[src/rtl/mask_iter.sv]
// Purpose : walks a W-bit vector and emits the index of each set bit as one valid/ready beat.
// Latency : first index the cycle after the vector is accepted, then one index per cycle.
// Backpr. : i_idx_rdy=0 freezes pend and every output; a new vector is taken only on the last beat.
//
// Ports:
//   clk, rst          clock, synchronous active-high reset
//   i_flush           abort the current vector (pend cleared, back to IDLE)
//   i_vec_vld/i_vec   vector input, handshaked with o_vec_rdy
//   o_idx_vld/o_idx   index of the selected set bit, handshaked with i_idx_rdy
//   o_idx_last        the selected bit is the only one left in pend
//   o_busy            iteration in progress
module mask_iter #(
    parameter int W        = 8,
    parameter bit FROM_LSB = 1'b1,
    localparam int IDX_W   = (W > 1) ? $clog2(W) : 1
) (
    input  logic             clk,
    input  logic             rst,
    input  logic             i_flush,
    input  logic             i_vec_vld,
    input  logic [W-1:0]     i_vec,
    output logic             o_vec_rdy,
    output logic             o_idx_vld,
    output logic [IDX_W-1:0] o_idx,
    output logic             o_idx_last,
    input  logic             i_idx_rdy,
    output logic             o_busy
);

    typedef enum logic {
        IDLE = 1'b0,
        ITER = 1'b1
    } state_t;

    state_t           state;
    state_t           state_nxt;
    logic [W-1:0]     pend;
    logic [W-1:0]     pend_nxt;
    logic [W-1:0]     sel;
    logic [IDX_W-1:0] idx;
    logic             found;
    logic             last;
    logic             hs;
    logic             accept;

    // Priority pick over pend; the scan direction is fixed at elaboration.
    always_comb begin
        sel   = '0;
        idx   = '0;
        found = 1'b0;
        for (int i = 0; i < W; i++) begin
            if (!found && pend[FROM_LSB ? i : (W - 1 - i)]) begin
                found                          = 1'b1;
                sel[FROM_LSB ? i : (W - 1 - i)] = 1'b1;
                idx                            = IDX_W'(FROM_LSB ? i : (W - 1 - i));
            end
        end
    end

    // Exactly one bit left: clearing the lowest set bit leaves nothing.
    assign last = (pend != '0) && ((pend & (pend - W'(1))) == '0);

    assign o_busy     = (state == ITER) && !rst;
    assign o_idx_vld  = (state == ITER) && !rst;
    assign o_idx      = rst ? '0 : idx;
    assign o_idx_last = last && !rst;
    assign hs         = o_idx_vld && i_idx_rdy;

    // In ITER a new vector may only slide in behind the final beat,
    // which is what makes back-to-back vectors bubble-free.
    always_comb begin
        o_vec_rdy = 1'b0;
        if (!rst && !i_flush) begin
            if (state == IDLE) o_vec_rdy = 1'b1;
            else               o_vec_rdy = last && i_idx_rdy;
        end
    end

    assign accept = i_vec_vld && o_vec_rdy;

    always_comb begin
        state_nxt = state;
        pend_nxt  = pend;
        if (i_flush) begin
            state_nxt = IDLE;
            pend_nxt  = '0;
        end else begin
            case (state)
                IDLE: begin
                    // A zero vector is accepted and dropped without leaving IDLE.
                    if (accept && (i_vec != '0)) begin
                        pend_nxt  = i_vec;
                        state_nxt = ITER;
                    end
                end
                ITER: begin
                    if (hs) begin
                        pend_nxt = pend & ~sel;
                        if (last) begin
                            state_nxt = IDLE;
                            if (accept) begin
                                pend_nxt = i_vec;
                                if (i_vec != '0) state_nxt = ITER;
                            end
                        end
                    end
                end
                default: begin
                    state_nxt = IDLE;
                    pend_nxt  = '0;
                end
            endcase
        end
    end

    always_ff @(posedge clk) begin
        if (rst) begin
            state <= IDLE;
            pend  <= '0;
        end else begin
            state <= state_nxt;
            pend  <= pend_nxt;
        end
    end

    a_vld_has_pend: assert property (@(posedge clk) disable iff (rst)
        o_idx_vld |-> (pend != '0));
    a_idx_range: assert property (@(posedge clk) disable iff (rst)
        o_idx_vld |-> (32'(o_idx) < W));
    a_stall_stable: assert property (@(posedge clk) disable iff (rst)
        (o_idx_vld && !i_idx_rdy && !i_flush) |=>
        (o_idx_vld && $stable(o_idx) && $stable(o_idx_last)));
    a_idle_quiet: assert property (@(posedge clk) disable iff (rst)
        (state == IDLE) |-> !o_idx_vld);

endmodule

[config.mk]
export PLATFORM = sky130hd
export DESIGN_NAME = mask_iter
export DESIGN_NICKNAME = d
export VERILOG_FILES = /design/src/rtl/mask_iter.sv
export SDC_FILE = /design/constraint.sdc
export NUM_CORES = 1
export LEC_CHECK = 0
export CAP_MARGIN = 20
export CELL_PAD_IN_SITES_DETAIL_PLACEMENT = 0
export CELL_PAD_IN_SITES_GLOBAL_PLACEMENT = 1
export CORE_MARGIN = 4
export CORE_UTILIZATION = 35
export CTS_BUF_LIST = sky130_fd_sc_hd__clkbuf_4 sky130_fd_sc_hd__clkbuf_8
export DETAILED_ROUTE_END_ITERATION = 8
export PLACE_DENSITY = 0.77
export SLEW_MARGIN = 15
export SYNTH_ARGS = -nofsm -noshare
export SYNTH_HDL_FRONTEND = slang
export SYNTH_SLANG_ARGS = --single-unit
[constraint.sdc]
create_clock -name clk -period 2.35 [get_ports clk]
set_clock_uncertainty 0.2 [all_clocks]
set_input_delay 0.3525 -clock clk [delete_from_list [all_inputs] [get_ports clk]]
set_output_delay 0.3525 -clock clk [all_outputs]
set_load 0.01 [all_outputs]
==> key figures <==
Synth
  • Ys async rst share: 0
  • Sequential element share of the synthesized area: 0.239
  • Syn avg cell area: 7.93 um^2
  • Post-Syn Area: 753 um^2
  • Post-synthesis cell type count: 35
  • Syn_nets: about 110
  • Post-Synthesis Cells: 95
  • Largest cells by area after synthesis: dfxtp_1 (24%), o211ai_1 (9.0%), o211ai_2 (6.6%)
  • Cell accounting for the most synthesized area: dfxtp_1
  • Synth top area share: 0.239
  • Top FF cell, synth: dfxtp_1
  • Yosys warnings: 0
  • Post-synth EDFFs: 0
  • FF+latch count, synth: 9

Clocking
  • Worst-path clk slew: around 70 ps
  • Skew-Pair Late Insertion Delay: 280 ps
  • H-tree level count: 1
  • CTS sink count: 9
  • TritonCTS buffer count: 3
  • CTS tree: yes
  • Clock buffer depth: 2
  • Clk root buf: clkbuf_4

GRT
  • GRT overflow: 0
  • Initial antenna violation count: 0
  • Vias in the first global route: 960
  • Largest net degree at the start of global routing: 12
  • GRT Util Overall: 0.203
  • Global-route wire length before repair: ~4200 um

Power
  • Leak: about 0.50 nW
  • Post-layout power: roughly 500 uW
  • Sw Share: 0.325
  • NetSw: ~160 uW
  • Worst-case vdd ir drop: roughly 0.00032 V
  • PD cells: 392 nW/um^2
  • Cell Int Power: roughly 340 uW
  • Clk pwr share: 0.285
  • Comb pwr share: 0.381
  • Flop pwr share: 0.334

Floorplan
  • Die area: 2960 um^2
  • Row count: 16
  • Die W: 54.4 um
  • Core ar.: 2000 um^2
  • I/O pin total: 20
  • Die height: 54.4 um
  • Starting Density: 0.376

Placed design
  • Gpl congestion: 0.806
  • IO buf count: 19
  • Dpl hpwl: 1950 um

Drt
  • Final wirelength: around 2600 um
  • Avg WL per Cell: 15.5 um
  • Detail Route Antenna Nets: 0
  • Vias: ~930
  • Remaining DRCs: 0
  • DR pass1 iterations: 6
  • First-iteration detailed-routing DRC count: 16
  • Vias per cell: 5.59

Hold path
  • Hold crit path type: reg -> reg
  • Worst hold path depth: 2

Worst setup path
  • Crit Path Class: reg -> out
  • CP Capture Type: output pin
  • R2r worst-path depth: 8
  • Worst-path fanout max: 3
  • Crit path DAT: 1940 ps
  • WP data required: 1800 ps
  • CP Launch Type: flip-flop

Timing
  • Worst-margin pin slew: 411 ps
  • WHS: approximately 400 ps
  • RSZ-0062 raised after global routing: yes
  • FMAX: 402 MHz
  • Final worst slack: -138 ps
  • Setup_tns: -300 ps
  • Slew Limit Fails: 0
  • Final hold viol count: 0
  • # setup viols final: 3
  • Slew HR: 0.726
  • Post-layout min period: approximately 2500 ps
  • Tcrit/Tclk final: 1.06

Run
  • MaxCap Viol Count: 0

Finish
  • Antenna diodes: 0
  • Synth-to-Final Area Change: 69.4%
  • FF/Latch Area: 184 um^2
  • Layout cells sized above 1: 0.464
  • Filler cells: 177
  • # nets final: 154
  • Multi-input logic area: 618 um^2

Outcome
  • Failing checks: negative setup slack
  • Status: complete, but fails checks
[routing by layer]
layer | wire [um] | share of wire | GRT usage
met4 | 73 | 0.028 | 0.108
met3 | 140 | 0.054 | 0.0654
met2 | 1300 | 0.50 | 0.341
met5 | 0 | 0 | 0
met1 | 1070 | 0.41 | 0.227
[state kept, by name (all words and copies together) (netlist names)]
register and cells:
pend 8, state 1
[cell usage after synthesis, types with 3 or more instances]
| cell type | count |
|---|---|
| o211ai_2 | 4 |
| a21oi_1 | 6 |
| clkbuf_1 | 3 |
| o211ai_1 | 9 |
| dfxtp_1 | 9 |
| inv_1 | 3 |
| or3_1 | 3 |
| nand3_1 | 9 |
| nand2_1 | 7 |
| o21ai_0 | 4 |
| nor2_1 | 9 |
[critical path: stages, from the launching register on]
cell and delay, ps:
dfxtp_2 330, or4_4 530, or3_4 360, o21bai_1 160, a21oi_1 130, buf_2 150
[worst paths after layout]
check | start | endpoint | slack (ps)
max | pend[3] | o_idx[1] | -140
min reg2reg | pend[4] | pend[4] | 390
min | pend[4] | pend[4] | 390
max reg2reg | pend[3] | pend[4] | 90
[layout make-up]
cell class	instances	area share
timing repair buffer	48	0.313
tap	27	0.0265
multi-input combinational	76	0.484
clock buffer	4	0.0235
inverter	3	0.00882
sequential	9	0.144
[timing repair]
item / 4_1_cts / 5_1_grt
endpoints found under the setup margin: 5 / 9
setup buffers: 2 / 2
resized for setup: 26 / 17
hold buffers: 0 / 0
pin swaps: 4 / 7
[power groups by stage]
stage          combinational, mW  clock, mW  sequential [mW]
4_1_cts                    0.170      0.148            0.166
2_1_floorplan             0.0796          0            0.166
6_report                   0.190      0.142            0.167
3_5_place_dp               0.157          0            0.169
5_1_grt                    0.208      0.150            0.168
3_3_place_gp               0.155          0            0.168
[kinds of logic after synthesis]
family                 synth area share
AND/OR/NAND/NOR                   0.279
AO/OA/AOI/OAI                     0.382
buffers and inverters            0.0880
flip-flops                        0.239
XOR/XNOR                         0.0116
[per-stage QoR]
stage | area [um^2] | utilization | cells | setup slack [ps]
finish | 1280 | 0.638 | 167 | -138
global route | 1280 | 0.638 | 167 | -212
CTS | 1200 | 0.600 | 165 | -138
detailed placement | 1120 | 0.561 | 159 | -288
global placement | 1120 | 0.561 | 159 | -212
floorplan | 753 | - | 95 | 166
[cell usage in the layout (no fill, tap or decap), types with 3 or more instances in the layout]
cell type        Yosys  final
o211ai_2             4      4
nor2_1               9      6
clkbuf_4             0      4
buf_4                1     27
buf_2                1      4
dfxtp_2              0      3
clkdlybuf4s50_1      0     14
o211ai_1             9      9
nor2_2               0      3
nand2_1              7      5
dfxtp_1              9      6
o21ai_0              4      4
a21oi_1              6      5
inv_1                3      3
nand3_1              9      6
Note: power is estimated with default switching activity, not from simulation.
